## src/rtl/reset_sequencer.sv

```systemverilog
// Debounced, staggered multi-domain reset release with a post-release run window; registered outputs, no backpressure.
// Button edge to debounced level takes 2+DEBOUNCE cycles; channel k releases HOLD-1+k*STAGGER cycles after the first qualifying edge.
module reset_sequencer #(
  parameter int NUM_CH     = 4,
  parameter int DEBOUNCE   = 16,
  parameter int HOLD       = 8,
  parameter int STAGGER    = 4,
  parameter int RUN_CYCLES = 250
) (
  input  logic              i_clk_50mhz,
  input  logic              i_reset_n,
  input  logic              i_btn_n,
  output logic [NUM_CH-1:0] o_rst_n,
  output logic              o_all_released,
  output logic              o_run_done,
  output logic [1:0]        o_state
);

  typedef enum logic [1:0] {
    ST_ASSERT  = 2'd0,
    ST_RELEASE = 2'd1,
    ST_RUN     = 2'd2,
    ST_DONE    = 2'd3
  } state_t;

  localparam int DW    = $clog2(DEBOUNCE + 1);
  localparam int CMAX0 = (HOLD > STAGGER) ? HOLD : STAGGER;
  localparam int CMAX  = (CMAX0 > RUN_CYCLES) ? CMAX0 : RUN_CYCLES;
  localparam int CW    = $clog2(CMAX + 1);
  localparam int KW    = $clog2(NUM_CH + 1);
  localparam int RUN_I = (RUN_CYCLES > 0) ? RUN_CYCLES - 1 : 0;

  localparam logic [DW-1:0]     DEB_T  = DW'(DEBOUNCE - 1);
  localparam logic [CW-1:0]     HOLD_T = CW'(HOLD - 1);
  localparam logic [CW-1:0]     STAG_T = CW'(STAGGER - 1);
  localparam logic [CW-1:0]     RUN_T  = CW'(RUN_I);
  localparam logic [KW-1:0]     LAST_K = KW'(NUM_CH - 1);
  localparam logic [NUM_CH-1:0] ONE    = NUM_CH'(1);

  state_t          state;
  logic            sync1;
  logic            sync2;
  logic            deb;
  logic            deb_nxt;
  logic [DW-1:0]   dcnt;
  logic [DW-1:0]   dcnt_nxt;
  logic [CW-1:0]   cnt;
  logic [KW-1:0]   k;

  // deb_nxt drives the FSM so a button press lands on the same edge as the debounce decision.
  always_comb begin
    deb_nxt  = deb;
    dcnt_nxt = '0;
    if (sync2 != deb) begin
      if (dcnt == DEB_T) begin
        deb_nxt = sync2;
      end else begin
        dcnt_nxt = dcnt + 1'b1;
      end
    end
  end

  always_ff @(posedge i_clk_50mhz) begin
    if (!i_reset_n) begin
      state          <= ST_ASSERT;
      sync1          <= 1'b1;
      sync2          <= 1'b1;
      deb            <= 1'b1;
      dcnt           <= '0;
      cnt            <= '0;
      k              <= '0;
      o_rst_n        <= '0;
      o_all_released <= 1'b0;
      o_run_done     <= 1'b0;
    end else begin
      sync1      <= i_btn_n;
      sync2      <= sync1;
      deb        <= deb_nxt;
      dcnt       <= dcnt_nxt;
      o_run_done <= 1'b0;
      if (!deb_nxt) begin
        state          <= ST_ASSERT;
        cnt            <= '0;
        k              <= '0;
        o_rst_n        <= '0;
        o_all_released <= 1'b0;
      end else begin
        case (state)
          ST_ASSERT: begin
            // Hold off counting until the registered level is high too, so release starts cleanly after debounce.
            if (deb) begin
              if (cnt == HOLD_T) begin
                cnt     <= '0;
                o_rst_n <= ONE;
                if (NUM_CH == 1) begin
                  state          <= ST_RUN;
                  o_all_released <= 1'b1;
                end else begin
                  state <= ST_RELEASE;
                  k     <= KW'(1);
                end
              end else begin
                cnt <= cnt + 1'b1;
              end
            end
          end
          ST_RELEASE: begin
            if (cnt == STAG_T) begin
              cnt     <= '0;
              o_rst_n <= o_rst_n | (ONE << k);
              if (k == LAST_K) begin
                state          <= ST_RUN;
                o_all_released <= 1'b1;
              end else begin
                k <= k + 1'b1;
              end
            end else begin
              cnt <= cnt + 1'b1;
            end
          end
          ST_RUN: begin
            if (RUN_CYCLES != 0) begin
              if (cnt == RUN_T) begin
                cnt        <= '0;
                o_run_done <= 1'b1;
                state      <= ST_DONE;
              end else begin
                cnt <= cnt + 1'b1;
              end
            end
          end
          default: begin
          end
        endcase
      end
    end
  end

  assign o_state = state;

endmodule

```

## config.mk

```make
export PLATFORM = sky130hd
export DESIGN_NAME = reset_sequencer
export DESIGN_NICKNAME = d
export VERILOG_FILES = /design/src/rtl/reset_sequencer.sv
export SDC_FILE = /design/constraint.sdc
export NUM_CORES = 1
export LEC_CHECK = 0
export ABC_AREA = 1
export CORE_MARGIN = 5
export CORE_UTILIZATION = 57
export CTS_CLUSTER_DIAMETER = 120
export DETAILED_ROUTE_END_ITERATION = 8
export GPL_TIMING_DRIVEN = 0
export PLACE_DENSITY = 0.87
export SETUP_SLACK_MARGIN = 0.4
export SYNTH_ARGS = -nofsm -noshare
export SYNTH_HDL_FRONTEND = slang
export SYNTH_SLANG_ARGS = --single-unit
```

## constraint.sdc

```tcl
create_clock -name i_clk_50mhz -period 1.8 [get_ports i_clk_50mhz]
set_input_delay 0.36 -clock i_clk_50mhz [delete_from_list [all_inputs] [get_ports i_clk_50mhz]]
set_output_delay 0.36 -clock i_clk_50mhz [all_outputs]
set_load 0.05 [all_outputs]
```

==> flow_summary_export.csv <==
group,metric,value,unit
run_status,status,"finished clean",
floorplan,initial_utilization,61.0,%
placed_design,place_ws,125,ps
floorplan,rows,18,
pwr,total_power,0.000986,W
global_routing,grt-ovfl-total,0,
clock_tree,root_buffer,"clkbuf_4",
yosys,syn_nets,227,
placed_design,place.gp.congestion,0.832,
pwr,combPwrFrac,11.0,%
timing,fin_ws,173,ps
yosys,synth_top_area_share,35.2,%
placed_design,dp_hpwl,2080,um
pwr,intPower,0.000738,W
setup_path,critPathKind,"flop to flop",
floorplan,core_area,2520,um^2
pwr,max-vdd-ir-drop,0.719,mV
floorplan,die_y,61.9,um
global_routing,grt_pass1_vias,1267,
cells_and_area,nets,250,
clock_tree,clk_pin_slew,150,ps
yosys,ys_types,27,
timing,slew-limit-headroom,78.3,%
yosys,ys_seq_area_share,35.2,%
floorplan,die_area,3840,um^2
global_routing,track_usage,18.5,%
global_routing,grt_pass1_wl,5310,um
run,cap_violations,0,
timing,setup_viol,0,
drt,detail_route.wirelength,2950,um
global_routing,antenna_found_initial,0,
pwr,seqPwrFrac,62.6,%
setup_path,crit_fanout,4,
clock_tree,cts_max_path_buffers,2,
clock_tree,clock_sinks,27,
yosys,postSynthCellCount,210,
global_routing,grt_max_degree,17,
pwr,power_switching_share,25.1,%
yosys,ys_ff_latch,27,
timing,finalSetupTns,0,ps
timing,final_min_period_over_clock_period,90.4,%
timing,finClkSkew,9.04,ps
clock_tree,htreeDepth,1,
drt,wl_per_cell,11.2,um
timing,fmax,615,MHz
clock_tree,clk-insertion-delay-late,320,ps
setup_path,r2r_cells,9,
cells_and_area,areaGrowthSynthToFinish,21.0,%
setup_path,start_kind,"flop",
yosys,yosys_warnings,0,
floorplan,die_w,61.9,um
cells_and_area,drive_gt1_share,31.9,%
yosys,syn_area_per_cell,7.32,um^2
yosys,netlist_top_cells_area,"dfxtp_1 (35%), nand2_1 (12%), ha_1 (11%), inv_1 (7.1%), nor2_1 (6.1%)",
worst_hold_path,hold-path-cell-count,1,
clock_tree,hold_buffers,0,
drt,viasPerCell,5.07,
timing,tightest_slew,325,ps
timing,slew_viol_final,0,
yosys,yosys.area.top_type,"dfxtp_1",
pwr,pwr-share-clk,26.4,%
clock_tree,cts_tree,"built",
pwr,p_per_area,530,nW/um^2
timing,rsz0062_at_grt,"true",
worst_hold_path,holdCritPathClass,"flop to flop",
drt,drc,0,
drt,drtAntennaViolNets,0,
setup_path,crit_arrival,1900,ps
yosys,synthesis.area,1540,um^2
cells_and_area,diodes,0,
drt,dr.pass1.iters,6,
timing,fin_hold_ws,435,ps
placed_design,place.port_buffers,10,
drt,drtIter0Drc,32,
floorplan,io-pin-count,11,
pwr,switching_power,0.000248,W
timing,final_hold_viol_count,0,
pwr,leakage,0.726,nW
setup_path,crit_required,2070,ps
setup_path,worstSetupEndpointType,"flop",
clock_tree,numCtsBuffers,3,
timing,post-route-min-period,1630,ps
drt,num_vias,1328,
per-stage QoR:
step	util [%]	area (um^2)	cells
floorplan	-	1590	210
global placement	68.5	1730	250
detailed placement	68.5	1730	250
CTS	72.2	1820	259
global route	73.8	1860	262
finish	73.8	1860	262
synthesized netlist by cell type, drive strengths merged:
master,instances
nor3,1
buf,3
o21ai,3
xor2,2
nand4,5
nor2,31
ha,14
nand3,13
xnor2,1
dfxtp,27
or2,2
a21oi,18
o21bai,2
inv,30
nor3b,2
o211ai,2
nand2,51
nand3b,3
what timing repair did:
item                                    4_1_cts  5_1_grt
gates cloned                                  1        0
endpoints found under the setup margin       29       30
gates resized for setup                      48       21
buffers inserted                              4        3
pin swaps                                     4        5
hold endpoints to repair                      0        0
final timing paths:
kind / start / to / slack (ps)
worst min-delay path: sync1 / sync2 / 430
worst max-delay path: dcnt[1] / k[0] / 170
worst max register to register: dcnt[1] / k[0] / 170
worst min register to register: sync1 / sync2 / 430
kinds of logic after synthesis:
logic type                 count (synthesis)  share of synthesized area, %
adders and majority gates                 14                          11.4
buffers and inverters                     33                          9.11
AOI/OAI and AO/OA                         25                          9.27
DFF                                       27                          35.2
and+or+nand+nor                          108                          33.4
xor gates and xnor gates                   3                          1.71
critical path, stage by stage (launching register included):
cell     delay (ps)
dfxtp_2         380
ha_4            140
nand2_2          50
nor2_2           90
ha_2            210
nor2_2           60
nor3_4          290
inv_2           110
buf_4           160
a21oi_2          90
cells in the final DEF (no fill, tap or decap), types with 2 or more instances in the layout:
cell type,count
a21oi_1,6
a21oi_2,12
buf_2,6
buf_4,8
buf_6,4
clkbuf_4,4
clkdlybuf4s50_1,2
dfxtp_1,20
dfxtp_2,5
dfxtp_4,2
ha_1,10
ha_2,2
ha_4,2
inv_1,27
inv_2,3
nand2_1,46
nand2_2,3
nand2_4,2
nand3_1,11
nand3_2,2
nand3b_1,3
nand4_1,5
nor2_1,20
nor2_2,10
o211ai_1,2
o21ai_2,3
o21bai_1,2
or2_2,2
xor2_1,2
final cells by class:
type,instances,area (um^2)
Multi-Input combinational cell,150,963
Tap cell,30,37.5
Clock buffer,3,22.5
Sequential cell,27,554
Fill cell,207,662
Clock inverter,1,7.51
Inverter,30,113
Buffer,3,33.8
Timing Repair Buffer,18,129
routing by layer:
metal  vias to the layer above  track usage, %  share of wire [%]
met5                         -               0                  0
met4                         0            5.45                1.2
met3                         4            5.58                4.3
met2                        22            30.2                 48
met1                       592            23.4                 47
li1                        710               -                  -
registers in the layout, indices dropped and copies added (netlist names):
register	cells
cnt	8
dcnt	5
o_rst_n	4
k	3
o_state	2
deb	1
o_all_released	1
o_run_done	1
sync1	1
sync2	1
power by group through the flow:
| stage | registers, W | logic, W | clock network (W) |
|---|---|---|---|
| after floorplan | 0.000629 | 0.0000563 | 0 |
| after global placement | 0.000629 | 0.0000758 | 0 |
| after detailed placement | 0.000630 | 0.0000780 | 0 |
| after CTS | 0.000616 | 0.0000951 | 0.000275 |
| after global routing | 0.000620 | 0.000121 | 0.000305 |
| final | 0.000617 | 0.000108 | 0.000260 |
Note: power is estimated with default switching activity, not from simulation.
